### config.mk
export PLATFORM = sky130hd
export DESIGN_NAME = mem_request_responder_flat
export DESIGN_NICKNAME = d
export VERILOG_FILES = /design/src/rtl/mem_request_responder_pkg.sv /design/src/rtl/mem_request_responder_if.sv /design/src/rtl/mem_request_responder_strobe_edge_detect.sv /design/src/rtl/mem_request_responder.sv /design/src/flat_wrapper.sv
export SDC_FILE = /design/constraint.sdc
export NUM_CORES = 1
export LEC_CHECK = 0
export BUFFER_PORTS_ARGS = -buffer_cell sky130_fd_sc_hd__buf_2
export CAP_MARGIN = 25
export CORE_MARGIN = 3
export CORE_UTILIZATION = 50
export DETAILED_ROUTE_END_ITERATION = 8
export GPL_TIMING_DRIVEN = 0
export PLACE_DENSITY = 0.9
export SLEW_MARGIN = 20
export SYNTH_ARGS = -nofsm -noshare
export SYNTH_HDL_FRONTEND = slang
export SYNTH_SLANG_ARGS = --single-unit
### constraint.sdc
create_clock -name Clock -period 3.25 [get_ports Clock]
set_input_delay 0.1625 -clock Clock [delete_from_list [all_inputs] [get_ports Clock]]
set_output_delay 0.1625 -clock Clock [all_outputs]
set_load 0.05 [all_outputs]
### src/rtl/mem_request_responder_pkg.sv
// Shared types for the memory request responder: FSM states, request kinds,
// default bus widths and the wait-counter sizing helper.
package mem_if_pkg;

  localparam int DATA_W_DEF = 16;
  localparam int ADDR_W_DEF = 10;

  typedef enum logic [2:0] {
    IDLE,
    ACCESS,
    READ_WAIT,
    HOLD,
    DONE
  } state_t;

  typedef enum logic [1:0] {
    REQ_FETCH,
    REQ_LOAD,
    REQ_STORE
  } reqKind_t;

  // One counter serves both the read latency and the wait states.
  // It only has to reach its limit minus one, so it never needs more than one bit per halving of that limit.
  function automatic int cntWidth(input int memLat, input int waitStates);
    int maxCount;
    maxCount = (memLat > waitStates) ? memLat : waitStates;
    return (maxCount < 2) ? 1 : $clog2(maxCount);
  endfunction

endpackage

### src/rtl/mem_request_responder_if.sv
// Control-unit and SRAM facing signals of the responder, bundled into one interface.
// The master side is the environment: the control unit, the datapath and the SRAM.
interface mem_request_responder_if #(
  parameter int DATA_W = 16,
  parameter int ADDR_W = 10
);

  logic              instRead;
  logic              dataMemRead;
  logic              memWrite;
  logic [ADDR_W-1:0] pcAddr;
  logic [ADDR_W-1:0] dataAddr;
  logic [DATA_W-1:0] writeData;
  logic [DATA_W-1:0] instOut;
  logic [DATA_W-1:0] dataOut;
  logic              memReady;
  logic              busy;
  logic              errConflict;
  logic              errOverrun;
  logic              sram_en;
  logic              sram_we;
  logic [ADDR_W-1:0] sram_addr;
  logic [DATA_W-1:0] sram_wdata;
  logic [DATA_W-1:0] sram_rdata;

  modport master (
    output instRead, dataMemRead, memWrite, pcAddr, dataAddr, writeData, sram_rdata,
    input  instOut, dataOut, memReady, busy, errConflict, errOverrun,
           sram_en, sram_we, sram_addr, sram_wdata
  );

  modport slave (
    input  instRead, dataMemRead, memWrite, pcAddr, dataAddr, writeData, sram_rdata,
    output instOut, dataOut, memReady, busy, errConflict, errOverrun,
           sram_en, sram_we, sram_addr, sram_wdata
  );

endinterface

### src/rtl/mem_request_responder_strobe_edge_detect.sv
// Registered rising-edge detector for the three request strobes.
// Because it samples every cycle, a strobe that is held high never fires a second time.
module strobe_edge_detect (
  input  logic       Clock,
  input  logic       Reset_n,
  input  logic [2:0] strobe,
  output logic [2:0] rise
);

  logic [2:0] prevStrobe;

  always_ff @(posedge Clock or negedge Reset_n) begin
    if (!Reset_n) prevStrobe <= '0;
    else          prevStrobe <= strobe;
  end

  assign rise = strobe & ~prevStrobe;

endmodule

### src/rtl/mem_request_responder.sv
// Turns control-unit strobes into single SRAM accesses.
// It returns fetched and loaded words in held registers and pulses memReady when an access completes.
module mem_request_responder
  import mem_if_pkg::*;
#(
  parameter int DATA_W      = DATA_W_DEF,
  parameter int ADDR_W      = ADDR_W_DEF,
  parameter int MEM_LAT     = 1,
  parameter int WAIT_STATES = 0
) (
  input  logic Clock,
  input  logic Reset_n,
  mem_request_responder_if.slave bus
);

  localparam int CNT_W = cntWidth(MEM_LAT, WAIT_STATES);
  localparam logic [CNT_W-1:0] LAT_LAST  = CNT_W'(MEM_LAT - 1);
  localparam logic [CNT_W-1:0] WAIT_LAST = CNT_W'((WAIT_STATES > 0) ? WAIT_STATES - 1 : 0);

  state_t            state, nextState;
  reqKind_t          kind, winKind;
  logic [2:0]        rise;
  logic              anyRise, multiRise, readDone;
  logic [CNT_W-1:0]  cnt;
  logic [ADDR_W-1:0] addrLat;
  logic [DATA_W-1:0] wdataLat, instReg, dataReg;
  logic              errConflictReg, errOverrunReg;

  strobe_edge_detect edgeDetect (
    .Clock   (Clock),
    .Reset_n (Reset_n),
    .strobe  ({bus.memWrite, bus.dataMemRead, bus.instRead}),
    .rise    (rise)
  );

  assign anyRise   = |rise;
  assign multiRise = (rise[0] & rise[1]) | (rise[0] & rise[2]) | (rise[1] & rise[2]);
  assign readDone  = (state == READ_WAIT) && (cnt == LAT_LAST);

  always_ff @(posedge Clock or negedge Reset_n) begin
    if (!Reset_n) state <= IDLE;
    else          state <= nextState;
  end

  // Stores outrank loads, and loads outrank fetches. A losing strobe is dropped.
  always_comb begin
    nextState = state;
    winKind   = REQ_FETCH;
    if (rise[2])      winKind = REQ_STORE;
    else if (rise[1]) winKind = REQ_LOAD;
    case (state)
      IDLE:      if (anyRise) nextState = ACCESS;
      ACCESS:    if (kind != REQ_STORE)     nextState = READ_WAIT;
                 else if (WAIT_STATES == 0) nextState = DONE;
                 else                       nextState = HOLD;
      READ_WAIT: if (readDone) nextState = (WAIT_STATES == 0) ? DONE : HOLD;
      HOLD:      if (cnt == WAIT_LAST) nextState = DONE;
      DONE:      nextState = IDLE;
      default:   nextState = IDLE;
    endcase
  end

  always_ff @(posedge Clock or negedge Reset_n) begin
    if (!Reset_n) begin
      kind           <= REQ_FETCH;
      addrLat        <= '0;
      wdataLat       <= '0;
      cnt            <= '0;
      instReg        <= '0;
      dataReg        <= '0;
      errConflictReg <= 1'b0;
      errOverrunReg  <= 1'b0;
    end else begin
      errConflictReg <= multiRise;
      if (anyRise && state != IDLE) errOverrunReg <= 1'b1;
      if (state == IDLE && anyRise) begin
        kind     <= winKind;
        addrLat  <= (winKind == REQ_FETCH) ? bus.pcAddr : bus.dataAddr;
        wdataLat <= bus.writeData;
      end
      if (state != nextState)                      cnt <= '0;
      else if (state == READ_WAIT || state == HOLD) cnt <= cnt + CNT_W'(1);
      if (readDone) begin
        if (kind == REQ_FETCH) instReg <= bus.sram_rdata;
        else                   dataReg <= bus.sram_rdata;
      end
    end
  end

  assign bus.instOut     = instReg;
  assign bus.dataOut     = dataReg;
  assign bus.memReady    = (state == DONE);
  assign bus.busy        = (state != IDLE);
  assign bus.errConflict = errConflictReg;
  assign bus.errOverrun  = errOverrunReg;
  assign bus.sram_en     = (state == ACCESS);
  assign bus.sram_we     = (state == ACCESS) && (kind == REQ_STORE);
  assign bus.sram_addr   = addrLat;
  assign bus.sram_wdata  = wdataLat;

endmodule

### src/flat_wrapper.sv
// flat-port wrapper written by rule: the top's interface ports become plain ports
module mem_request_responder_flat import mem_if_pkg::*;
#(
  parameter int DATA_W      = DATA_W_DEF,
  parameter int ADDR_W      = ADDR_W_DEF,
  parameter int MEM_LAT     = 1,
  parameter int WAIT_STATES = 0
)
  (Clock, Reset_n, bus_instRead, bus_dataMemRead, bus_memWrite, bus_pcAddr, bus_dataAddr, bus_writeData, bus_sram_rdata, bus_instOut, bus_dataOut, bus_memReady, bus_busy, bus_errConflict, bus_errOverrun, bus_sram_en, bus_sram_we, bus_sram_addr, bus_sram_wdata);
  mem_request_responder_if #(.DATA_W(DATA_W), .ADDR_W(ADDR_W)) bus_i ();
  input  logic Clock;
  input  logic Reset_n;
  input wire logic [$bits(bus_i.instRead)-1:0] bus_instRead;
  input wire logic [$bits(bus_i.dataMemRead)-1:0] bus_dataMemRead;
  input wire logic [$bits(bus_i.memWrite)-1:0] bus_memWrite;
  input wire logic [$bits(bus_i.pcAddr)-1:0] bus_pcAddr;
  input wire logic [$bits(bus_i.dataAddr)-1:0] bus_dataAddr;
  input wire logic [$bits(bus_i.writeData)-1:0] bus_writeData;
  input wire logic [$bits(bus_i.sram_rdata)-1:0] bus_sram_rdata;
  output wire logic [$bits(bus_i.instOut)-1:0] bus_instOut;
  output wire logic [$bits(bus_i.dataOut)-1:0] bus_dataOut;
  output wire logic [$bits(bus_i.memReady)-1:0] bus_memReady;
  output wire logic [$bits(bus_i.busy)-1:0] bus_busy;
  output wire logic [$bits(bus_i.errConflict)-1:0] bus_errConflict;
  output wire logic [$bits(bus_i.errOverrun)-1:0] bus_errOverrun;
  output wire logic [$bits(bus_i.sram_en)-1:0] bus_sram_en;
  output wire logic [$bits(bus_i.sram_we)-1:0] bus_sram_we;
  output wire logic [$bits(bus_i.sram_addr)-1:0] bus_sram_addr;
  output wire logic [$bits(bus_i.sram_wdata)-1:0] bus_sram_wdata;
  assign bus_i.instRead = bus_instRead;
  assign bus_i.dataMemRead = bus_dataMemRead;
  assign bus_i.memWrite = bus_memWrite;
  assign bus_i.pcAddr = bus_pcAddr;
  assign bus_i.dataAddr = bus_dataAddr;
  assign bus_i.writeData = bus_writeData;
  assign bus_i.sram_rdata = bus_sram_rdata;
  assign bus_instOut = bus_i.instOut;
  assign bus_dataOut = bus_i.dataOut;
  assign bus_memReady = bus_i.memReady;
  assign bus_busy = bus_i.busy;
  assign bus_errConflict = bus_i.errConflict;
  assign bus_errOverrun = bus_i.errOverrun;
  assign bus_sram_en = bus_i.sram_en;
  assign bus_sram_we = bus_i.sram_we;
  assign bus_sram_addr = bus_i.sram_addr;
  assign bus_sram_wdata = bus_i.sram_wdata;
  mem_request_responder #(.DATA_W(DATA_W), .ADDR_W(ADDR_W), .MEM_LAT(MEM_LAT), .WAIT_STATES(WAIT_STATES)) u_core (.Clock(Clock), .Reset_n(Reset_n), .bus(bus_i));
endmodule
# Word level (Yosys, flattened, before mapping)
# Index checks and enable logic that the tools add are counted.
[op_classes] n_reduce_logical=13 muxes=10 mul=0 magnitude_cmp=0 bitwise_logic=9 n_shift=0 n_div=0 add_sub_neg=1 n_eq_ne=7
[ops] op="$mux 3" n=4
[ops] op="$pmux 3 s4" n=1
[ops] op="$mux 10" n=1
[ops] op="$eq 3x2->1 const B" n=2
[ops] op="$logic_and 1x1->1" n=4
[ops] op="$logic_not 2->1" n=2
[ops] op="$reduce_and 2->1" n=2
[ops] op="$and 1x1->1" n=3
[ops] op="$and 3x3->3" n=1
[ops] op="$eq 3x1->1 const B" n=1
[ops] op="$eq 3x3->1 const B" n=1
[ops] op="$logic_not 3->1" n=1
[ops] op="$mux 1" n=3
[ops] op="$ne 3x3->1" n=1
[ops] op="$not 3->3" n=1
[ops] op="$reduce_bool 3->1" n=1
[ops] op="$reduce_or 3->1" n=1
[ops] op="$eq 2x2->1 const B" n=1
[ops] op="$mux 2" n=1
[ops] op="$ne 2x2->1 const B" n=1
[ops] op="$not 1->1" n=2
[ops] op="$or 1x1->1" n=2
[ops] op="$reduce_bool 2->1" n=1
[ops] op="$add 1x1->1 const B" n=1
[ops] op="$logic_or 1x1->1" n=1
[word_totals] out_inout_bits=64 ram_bits=0 in_bits=57 n_memories=0 latch_bits=0 rom_bits=0 word_cells=50 register_bits=69

# Longest topological paths before layout
# Gate-level depths: netlist of the first run.
[depth] word_depth=7 mapped_depth=8 depth_no_buf=5

# Modules after synthesis
# From an unflattened synthesis of the first run, not the netlist that was laid out.
[unflattened] hier_cells=191 hier_area_um2=2803.9
[modules_own_cells] module="mem_request_responder" seq_area_each_um2=1651.6 instances=1 area_per_inst_um2=2687.6 cells_per_inst=185
[modules_own_cells] module="strobe_edge_detect" seq_area_each_um2=75.1 instances=1 area_per_inst_um2=116.4 cells_per_inst=6

# Least setup slack after synthesis of the first run
# OpenSTA, ideal clock, no wires.
[synth_path] path_type="reg2out" from="reg u_core.state[1]" to="out bus_sram_we" path_buffers=0 t_required_ps=3087 stages_incl_launch_ff=3 arrival_time_ps=1718 slack_ps=1369 path_cell_list="dfrtp_1 nand2b_1 nor3_1"
[synth_via] elab_chain_len=2
[synth_lines] item="start: declaration" line_no="mem_request_responder.sv:20" text="state_t state, nextState;"
[synth_lines] item="start signal: assignment" line_no="mem_request_responder.sv:42" text="else state <= nextState;"
[synth_lines] item="$eq 3x1->1" line_no="mem_request_responder.sv:97" text="assign bus.sram_we = (state == ACCESS) && (kind == REQ_STORE);"
[synth_lines] item="$logic_and 1x1->1" line_no="mem_request_responder.sv:97"
[synth_lines] item="end: declaration" line_no="flat_wrapper.sv:27" text="output wire logic [$bits(bus_i.sram_we)-1:0] bus_sram_we;"
# Every way passes these cells.

# Worst setup path after layout of the first run
[layout_path] from="reg u_core.state[0]" to="reg u_core.wdataLat[2], in the netlist u_core.bus.sram_wdata[2]"
[layout_via] elab_chain_len=2
[layout_lines] item="$logic_not 3->1" line_no="mem_request_responder.sv:76" text="if (state == IDLE && anyRise) begin"
[layout_lines] item="$logic_and 1x1->1" line_no="mem_request_responder.sv:76"
[layout_lines] item="end signal: assignment" line_no="mem_request_responder.sv:79" text="wdataLat <= bus.writeData;"
[layout_lines] item="end: declaration" line_no="mem_request_responder.sv:26" text="logic [DATA_W-1:0] wdataLat, instReg, dataReg;"
# Every way passes these cells.
# A chain may end at the register's enable or synchronous reset.

==> results of run 1 <==
==> path summary, 6_finish.rpt <==
path	startpoint	end	slack, ns	cells past startpoint
max	u_core.state[0]	u_core.bus.sram_wdata[2]	1.43	6
min	bus_writeData[5]	u_core.bus.sram_wdata[5]	0.07	2
max reg2reg	u_core.state[0]	u_core.bus.sram_wdata[2]	1.43	6
min reg2reg	u_core.bus.errOverrun	u_core.bus.errOverrun	0.48	1
max in group asynchronous	Reset_n	u_core.bus.instOut[0]	2.41	3
min in group asynchronous	Reset_n	u_core.bus.sram_wdata[12]	0.31	2
==> cell usage after synthesis, types with 2 or more instances <==
cell,number,area [um^2]
buf_6,2,22.5
buf_4,3,22.5
inv_1,2,7.51
nand2b_1,4,25.0
mux2i_1,10,100
and3_1,2,12.5
a21oi_1,10,50.1
nor2_1,16,60.1
buf_2,4,20.0
nand2_1,3,11.3
nor3_1,2,10.0
nor2b_1,3,18.8
dfrtp_1,69,1730
mux2_2,49,552
==> cells by family after synthesis <==
kind of cell | share of synthesized area
mux | 0.238
flops | 0.630
compound gates | 0.0370
simple gates | 0.0693
buf+inv | 0.0265
==> metrics by stage <==
step / setup slack (ns) / util / hold slack (ns) / std cells
floorplan: 1.37 / - / -0.133 / 191
global placement: 1.42 / 0.659 / 0.290 / 381
detailed placement: 1.42 / 0.663 / 0.133 / 382
CTS: 1.41 / 0.702 / 0.0507 / 402
global route: 1.30 / 0.702 / 0.0393 / 402
finish: 1.43 / 0.702 / 0.0681 / 402
==> layout make-up <==
class,count,area share
Sequential cell,69,0.473
Clock buffer,11,0.0360
Tap cell,70,0.0240
Buffer,9,0.0178
Inverter,2,0.00206
Clock inverter,5,0.00754
Multi-Input combinational cell,111,0.258
Timing Repair Buffer,125,0.182
==> sequential cells by signal, indices dropped and copies added, names as in the netlist, 2 cells and up <==
register                      cells
u_core.bus.dataOut               16
u_core.bus.instOut               16
u_core.bus.sram_wdata            16
u_core.bus.sram_addr             10
u_core.edgeDetect.prevStrobe      3
u_core.state                      3
u_core.kind                       2
==> metal layers <==
layer / routed length, um / part of all wire / vias up
met1: 2370 / 0.40 / 966
met2: 3060 / 0.51 / 87
met5: 0 / 0 / -
met4: 77 / 0.013 / 0
li1: - / - / 939
met3: 491 / 0.082 / 8
==> worst reg2reg max path, delay by kind of cell (launching register included) <==
| kind | cells | cell delay, ns |
|---|---|---|
| muxes | 1 | 0.37 |
| and+or+nand+nor | 1 | 0.21 |
| AOI/OAI and AO/OA | 1 | 0.21 |
| buffers and inverters | 3 | 0.56 |
| DFF | 1 | 0.35 |
==> impl_metrics.env, run 1 <==
export IMPL_grt_total_usage=0.198
export IMPL_cp_max_fo=10
export IMPL_cts_sinks=69
export IMPL_status="complete, no violations"
export IMPL_grt_use_met2=0.329
export IMPL_syn_to_final_growth_pct=33.2
export IMPL_wl_per_cell_um=14.9
export IMPL_syn_area_per_cell_um2=14.4
export IMPL_cts_buffers=9
export IMPL_cts_setup_buffers=0
export IMPL_start_kind="flip-flop"
export IMPL_crit_required_ns=3.46
export IMPL_clockBufferDepth=2
export IMPL_path_class="reg -> reg"
export IMPL_wirelength_um=6000
export IMPL_max_freq_mhz=549
export IMPL_gr_total_overflow=0
export IMPL_fin_crit_ns=1.82
export IMPL_grt_pass1_wl_um=9660
export IMPL_synth_cell_types=26
export IMPL_postSynth_asyncResetShare=1.00
export IMPL_antenna_found_initial=0
export IMPL_die_width_um=80.1
export IMPL_syn_area_um2=2740
export IMPL_drtIter0Drc=43
export IMPL_vias=2000
export IMPL_path_buf_inv=3
export IMPL_ys_seq_area_frac=0.630
export IMPL_dpl_cell_area_um2=3450
export IMPL_critPathCaptureType="flip-flop"
export IMPL_placementRows=26
export IMPL_avgViaCountPerCell=4.98
export IMPL_dr_pass1_iters=4
export IMPL_place_congestion=0.714
export IMPL_yosysWarnings=0
export IMPL_ctsHoldBuffers=4
export IMPL_pin_count=121
export IMPL_setup_violations=0
export IMPL_arrival_ns=2.03
export IMPL_port_buffer_count=120
export IMPL_ff_latch_area_um2=1730
export IMPL_ant_nets=0
export IMPL_grt_met1_usage=0.240
export IMPL_design_area_um2=3650
export IMPL_core_region_area_um2=5200
export IMPL_clkTransAtPathRegs_ns=0.07
export IMPL_crit_family="buffers and inverters"
export IMPL_synth_edf_count=0
export IMPL_cts_root_buffer="clkbuf_8"
export IMPL_crit_top_cell="buf_2"
export IMPL_synth_ff_type="dfrtp_1"
export IMPL_cpMaxStageDelayCell="mux2_2"
export IMPL_mostFrequentLayoutCell="buf_2"
export IMPL_antenna_cells=0
export IMPL_insertion_delay_ns=0.32
export IMPL_syn_inst=191
export IMPL_synth_seq_cells=69
export IMPL_slew_headroom=0.636
export IMPL_post_cts_resized=0
export IMPL_crit_chain="buf_2 -> nor3_2 -> inv_1 -> a31oi_1 -> buf_2 -> mux2_2"
export IMPL_drc=0
export IMPL_met3_usage=0.0561
export IMPL_rsz0062_at_grt="no"
export IMPL_layout_common_cells="123 x buf_2, 69 x dfrtp_1, 49 x mux2_2"
export IMPL_grt_max_degree=38
export IMPL_multi_input_area_um2=943
export IMPL_drive_gt1_frac=0.590
export IMPL_fin_skew_ns=0.00923
export IMPL_syn_nets=248
export IMPL_finalHoldViolCount=0
export IMPL_post_route_period_util=0.561
export IMPL_tns_ns=0
export IMPL_die_y_um=80.1
export IMPL_fill_cells=384
export IMPL_final_nets=384
export IMPL_hp_class="in -> reg"
export IMPL_slowest_delay_ns=0.37
export IMPL_busiest_layer="met2"
export IMPL_dp_hpwl_um=4450
export IMPL_slew_violations=0
export IMPL_worstMarginPinSlew_ns=0.542
export IMPL_die_area_um2=6410
export IMPL_cts_htree_levels=3
export IMPL_maxCapViolations=0
export IMPL_grt_pass1_vias=2137
export IMPL_initial_utilization=0.527
export IMPL_cts_tree="done"
Power of run 1 is not shown: default switching activity piles up to over one toggle a cycle in this logic, so the estimate is an artifact.
==> run 2, diff against run 1 <==
--- a/config.mk
+++ b/config.mk
@@ -8,10 +8,10 @@
 export BUFFER_PORTS_ARGS = -buffer_cell sky130_fd_sc_hd__buf_2
 export CAP_MARGIN = 25
 export CORE_MARGIN = 3
-export CORE_UTILIZATION = 50
+export CORE_UTILIZATION = 47
 export DETAILED_ROUTE_END_ITERATION = 8
 export GPL_TIMING_DRIVEN = 0
-export PLACE_DENSITY = 0.9
+export PLACE_DENSITY = 0.86
 export SLEW_MARGIN = 20
 export SYNTH_ARGS = -nofsm -noshare
 export SYNTH_HDL_FRONTEND = slang
==> constraint.sdc (replaced) <==
create_clock -name Clock -period 1.76 [get_ports Clock]
set_input_delay 0.088 -clock Clock [delete_from_list [all_inputs] [get_ports Clock]]
set_output_delay 0.088 -clock Clock [all_outputs]
set_load 0.05 [all_outputs]
==> impl_metrics.env, run 2 (synthesis gave the netlist of run 1 again) <==
export IMPL_status="complete, no violations"
export IMPL_grt_total_usage=0.213
export IMPL_finalHoldViolCount=0
export IMPL_r2r_slack_ns=0.07
export IMPL_initial_utilization=0.492
export IMPL_crit_required_ns=2.00
export IMPL_ir_drop_mv=1.49
export IMPL_insertion_delay_ns=0.33
export IMPL_placementRows=27
export IMPL_dr_pass1_iters=4
export IMPL_port_buffer_count=120
export IMPL_dp_hpwl_um=4440
export IMPL_slew_violations=0
export IMPL_comb_power_share=0.563
export IMPL_gr_total_overflow=0
export IMPL_hp_start="bus_sram_rdata[15]"
export IMPL_wirelength_um=6840
export IMPL_path_class="reg -> reg"
export IMPL_cts_sinks=69
export IMPL_grt_max_degree=37
export IMPL_p_int_mw=4.26
export IMPL_die_area_um2=6790
export IMPL_reg2reg_to="u_core.bus.sram_addr[5]"
export IMPL_critPathCaptureType="flip-flop"
export IMPL_cp_max_fo=10
export IMPL_core_region_area_um2=5570
export IMPL_grt_pass1_vias=2237
export IMPL_antenna_cells=0
export IMPL_grt_pass1_wl_um=10700
export IMPL_ant_nets=0
export IMPL_antenna_found_initial=0
export IMPL_fin_crit_ns=1.69
export IMPL_power_frac_clock=0.128
export IMPL_setup_violations=0
export IMPL_dpl_cell_area_um2=3460
export IMPL_wl_per_cell_um=16.0
export IMPL_finish_utilization=0.709
export IMPL_cts_tree="done"
export IMPL_cts_buffers=9
export IMPL_ff_latch_area_um2=1730
export IMPL_clockBufferDepth=2
export IMPL_r2r_start="u_core.state[0]"
export IMPL_reg2regPathDepth=8
export IMPL_p_switching_mw=4.45
export IMPL_min_to="u_core.bus.dataOut[15]"
export IMPL_pwr_density_cell_nw_per_um2=2200
export IMPL_drive_gt1_frac=0.567
export IMPL_design_area_um2=3950
export IMPL_crit_top_cell="buf_4"
export IMPL_hp_class="in -> reg"
export IMPL_maxCapViolations=0
export IMPL_fill_cells=408
export IMPL_start_kind="flip-flop"
export IMPL_drc=0
export IMPL_sw_frac_of_total=0.511
export IMPL_worstMarginPinSlew_ns=0.471
export IMPL_crit_chain="buf_2 -> nor3_4 -> inv_2 -> a31oi_4 -> buf_4 -> buf_4 -> nor2_1 -> a21oi_1"
export IMPL_fin_skew_ns=0.0121
export IMPL_p_leak_nw=1.93
export IMPL_final_nets=410
export IMPL_cpMaxStageDelayCell="dfrtp_1"
export IMPL_pin_count=121
export IMPL_multi_input_area_um2=972
export IMPL_rsz0062_at_grt="yes"
export IMPL_clkTransAtPathRegs_ns=0.07
export IMPL_drtIter0Drc=59
export IMPL_place_congestion=0.727
export IMPL_die_y_um=82.4
export IMPL_slew_headroom=0.686
export IMPL_arrival_ns=1.93
export IMPL_mostFrequentLayoutCell="buf_2"
export IMPL_pwr_share_seq=0.309
export IMPL_layout_common_cells="122 x buf_2, 68 x dfrtp_1, 49 x mux2_2"
export IMPL_post_route_period_util=0.958
export IMPL_slowest_delay_ns=0.36
export IMPL_avgViaCountPerCell=5.00
export IMPL_worstHoldPathCells=2
export IMPL_cts_htree_levels=3
export IMPL_cts_root_buffer="clkbuf_8"
export IMPL_max_freq_mhz=593
export IMPL_vias=2141
export IMPL_die_width_um=82.4
export IMPL_syn_to_final_growth_pct=44.1
-- run 2: cell types whose count changed in the layout (fill, tap and decap cells not counted), sizes merged --
cell         change
dlygate4sd3     +24
clkinvlp         -1
clkbuf           +2
clkinv           -2
buf              +1
-- run 2: critical path, delay by kind of cell, from the launching register on --
family	cells	cell delay (ns)
flip-flops	1	0.36
buffers and inverters	4	0.63
AO/OA/AOI/OAI	2	0.33
AND/OR/NAND/NOR	2	0.27
-- run 2: worst max-delay path by stage --
stage                           endpoint            start  slack, ns
5_1_grt          u_core.bus.sram_addr[5]  u_core.state[0]     -0.002
3_3_place_gp       u_core.bus.dataOut[9]       u_core.cnt      -0.09
2_1_floorplan               bus_memReady  u_core.state[2]     -0.006
6_report         u_core.bus.sram_addr[5]  u_core.state[0]       0.07
4_1_cts        u_core.bus.sram_wdata[14]  u_core.state[0]       0.02
3_5_place_dp       u_core.bus.dataOut[9]  u_core.state[1]      -0.12
-- run 2: timing repair --
action,4_1_cts,5_1_grt
gates resized for setup,1,9
hold buffers,28,0
buffers inserted,1,0
cloned,0,1
hold endpoints to repair,65,0
pin swaps,1,1
setup endpoints to repair,18,54
-- run 2: area by class of cell --
type                            count  share of cell area
Buffer                              9              0.0180
Clock buffer                       12              0.0393
Clock inverter                      2             0.00253
Inverter                            2             0.00190
Multi-Input combinational cell    111               0.246
Sequential cell                    69               0.437
Tap cell                           72              0.0228
Timing Repair Buffer              151               0.232
-- run 2: stage by stage --
stage | power (mW) | hold WS, ns | setup TNS [ns] | worst slack [ns] | std cells
global placement | 7.32 | 0.218 | -0.858 | -0.0891 | 383
floorplan | 6.34 | -0.208 | -0.00615 | -0.00615 | 191
finish | 8.70 | 0.0121 | 0 | 0.0743 | 428
CTS | 8.64 | 0.000686 | 0 | 0.0229 | 427
detailed placement | 7.48 | 0.0765 | -1.16 | -0.120 | 384
global route | 9.12 | 0.00674 | -0.00243 | -0.00243 | 428
-- run 2: power by group through the flow --
stage          clock network, mW  logic (mW)  registers, mW
2_1_floorplan                  0        1.28           5.06
3_3_place_gp                   0        4.69           2.63
3_5_place_dp                   0        4.79           2.69
4_1_cts                     1.12        4.85           2.67
5_1_grt                     1.19        5.16           2.77
6_report                    1.11        4.90           2.69
-- run 2: layer usage --
layer,track usage,wire (um)
met2,0.365,3430
met1,0.258,2780
met4,0.0797,95
met5,0,0
met3,0.0564,529
Note: power is estimated with default switching activity, not from simulation.
==> run 3, diff against run 2 <==
--- a/config.mk
+++ b/config.mk
@@ -5,13 +5,14 @@
 export SDC_FILE = /design/constraint.sdc
 export NUM_CORES = 1
 export LEC_CHECK = 0
+export ABC_AREA = 1
 export BUFFER_PORTS_ARGS = -buffer_cell sky130_fd_sc_hd__buf_2
 export CAP_MARGIN = 25
 export CORE_MARGIN = 3
 export CORE_UTILIZATION = 47
 export DETAILED_ROUTE_END_ITERATION = 8
 export GPL_TIMING_DRIVEN = 0
-export PLACE_DENSITY = 0.86
+export PLACE_DENSITY = 0.85
 export SLEW_MARGIN = 20
 export SYNTH_ARGS = -nofsm -noshare
 export SYNTH_HDL_FRONTEND = slang
==> impl_metrics.env, run 3 <==
export IMPL_clkTransAtPathRegs_ns=0.07
export IMPL_clockBufferDepth=2
export IMPL_die_width_um=84.3
export IMPL_slowest_delay_ns=0.45
export IMPL_grt_pass1_wl_um=13200
export IMPL_path_buf_inv=3
export IMPL_path_class="reg -> out"
export IMPL_syn_to_final_growth_pct=46.3
export IMPL_placementRows=27
export IMPL_wl_per_cell_um=13.8
export IMPL_maxCapViolations=0
export IMPL_slew_headroom=0.716
export IMPL_slew_violations=0
export IMPL_ys_seq_area_frac=0.600
export IMPL_synth_top_area_frac=0.600
export IMPL_place_congestion=0.790
export IMPL_initial_utilization=0.504
export IMPL_fin_skew_ns=0.00705
export IMPL_dpl_cell_area_um2=3590
export IMPL_cts_sinks=69
export IMPL_dr_pass1_iters=4
export IMPL_multi_input_area_um2=1010
export IMPL_tns_ns=0
export IMPL_grt_max_degree=39
export IMPL_syn_inst=331
export IMPL_syn_area_per_cell_um2=8.69
export IMPL_layout_common_cells="171 x nand2_1, 125 x buf_2, 69 x dfrtp_1"
export IMPL_finalHoldViolCount=0
export IMPL_vias=2851
export IMPL_drive_gt1_frac=0.306
export IMPL_antenna_cells=0
export IMPL_syn_nets=388
export IMPL_start_kind="flip-flop"
export IMPL_fill_cells=440
export IMPL_hp_class="in -> reg"
export IMPL_yosysWarnings=0
export IMPL_cp_max_fo=5
export IMPL_synth_ff_type="dfrtp_1"
export IMPL_avgViaCountPerCell=4.95
export IMPL_wirelength_um=7930
export IMPL_die_y_um=84.3
export IMPL_arrival_ns=1.53
export IMPL_cpMaxStageDelayCell="dfrtp_1"
export IMPL_drtIter0Drc=127
export IMPL_pin_count=121
export IMPL_ir_drop_mv=1.46
export IMPL_final_nets=556
export IMPL_crit_required_ns=1.67
export IMPL_status="complete, no violations"
export IMPL_design_area_um2=4210
export IMPL_yosys_cell_count_top_type="nand2_1"
export IMPL_port_buffer_count=120
export IMPL_gr_total_overflow=0
export IMPL_synth_seq_cells=69
export IMPL_antenna_found_initial=0
export IMPL_die_area_um2=7100
export IMPL_ys_top_cells_by_area="dfrtp_1 60%, nand2_1 22%, o21ai_0 5.9%"
export IMPL_insertion_delay_ns=0.33
export IMPL_crit_family="flip-flops"
export IMPL_worstMarginPinSlew_ns=0.426
export IMPL_synth_edf_count=0
export IMPL_critPathCaptureType="output port"
export IMPL_max_freq_mhz=619
export IMPL_hold_ws_ns=0.0403
export IMPL_fin_crit_ns=1.62
export IMPL_ant_nets=0
export IMPL_preCtsSetupSlack_ns=0.258
export IMPL_cts_htree_levels=3
export IMPL_grt_pass1_vias=2857
export IMPL_ff_latch_area_um2=1730
export IMPL_crit_top_cell="inv_1"
export IMPL_postSynth_asyncResetShare=1.00
export IMPL_grt_total_usage=0.230
export IMPL_p_leak_nw=2.31
export IMPL_core_region_area_um2=5710
export IMPL_cts_tree="done"
export IMPL_mostFrequentLayoutCell="nand2_1"
export IMPL_synthTopCellsByCount="171 x nand2_1, 69 x dfrtp_1, 34 x o21ai_0"
export IMPL_pwr_density_cell_nw_per_um2=2260
export IMPL_drc=0
export IMPL_post_route_period_util=0.919
export IMPL_r2r_slack_ns=0.22
export IMPL_cts_root_buffer="clkbuf_8"
export IMPL_setup_ws_ns=0.143
export IMPL_synth_cell_types=20
export IMPL_syn_area_um2=2880
export IMPL_cts_buffers=9
export IMPL_synth_top_cell_by_area="dfrtp_1"
export IMPL_rsz0062_at_grt="no"
export IMPL_dp_hpwl_um=5580
export IMPL_crit_chain="inv_1 -> nand2_1 -> nor2_2 -> nand3_1 -> inv_1 -> buf_2"
export IMPL_setup_violations=0
[run 3: changes by cell type after synthesis, sizes merged, moves of 5 or more]
cell,change
inv,+10
mux2i,-10
mux2,-49
o21ai,+34
nand3,+14
clkbuf,+5
nor2,-11
a21oi,-8
nand2b,-5
nand2,+170
[run 3: cells by family after synthesis]
| group | Yosys count | synth area share |
|---|---|---|
| AO/OA/AOI/OAI | 39 | 0.0696 |
| buffers and inverters | 27 | 0.0491 |
| flip-flops | 69 | 0.600 |
| AND/OR/NAND/NOR | 196 | 0.281 |
[run 3: power by group]
group	total [mW]	leakage [nW]	switching (mW)	internal, mW
clock	1.65	0.125	0.559	1.09
combinational	5.12	1.34	3.98	1.14
sequential	2.75	0.846	0.440	2.31
[run 3: path summary, 6_finish.rpt]
path / start / end / cells after the start
max reg2reg: u_core.kind[1] / u_core.bus.instOut[11] / 5
min reg2reg: u_core.bus.errOverrun / u_core.bus.errOverrun / 1
max: u_core.state[2] / bus_sram_we / 6
min: bus_dataAddr[3] / u_core.bus.sram_addr[3] / 5
min in group asynchronous: Reset_n / u_core.bus.instOut[0] / 2
max in group asynchronous: Reset_n / u_core.bus.sram_wdata[1] / 3
[run 3: metal layers]
layer / track usage / routed length, um
met1: 0.277 / 3190
met2: 0.392 / 3910
met3: 0.0677 / 698
met4: 0.0848 / 131
met5: 0 / 0
[run 3: metrics by stage]
stage | instances | util | power [mW]
after floorplan | 331 | - | 6.49
after global placement | 523 | 0.625 | 7.67
after detailed placement | 524 | 0.629 | 7.82
after CTS | 576 | 0.737 | 9.55
after global routing | 576 | 0.737 | 10.0
final | 576 | 0.737 | 9.51
[run 3: worst register-to-register path, stage by stage (launching register included)]
cell and delay [ns]:
dfrtp_1 0.44, nor2_4 0.27, inv_2 0.13, clkbuf_1 0.23, o21ai_0 0.26, nand2_1 0.09
[run 3: timing repair]
item,4_1_cts,5_1_grt
resized for setup,0,0
hold buffers,36,0
endpoints found under the hold margin,80,0
setup buffers,0,0
[run 3: final cells by class]
cell class / instances / share of cell area
clock inverters: 4 / 0.0285
well taps: 72 / 0.0214
repair buffers: 157 / 0.234
plain buffers: 15 / 0.0223
clock buffers: 12 / 0.0321
flip-flops and latches: 69 / 0.410
multi-input cells: 235 / 0.240
inverters: 12 / 0.0113
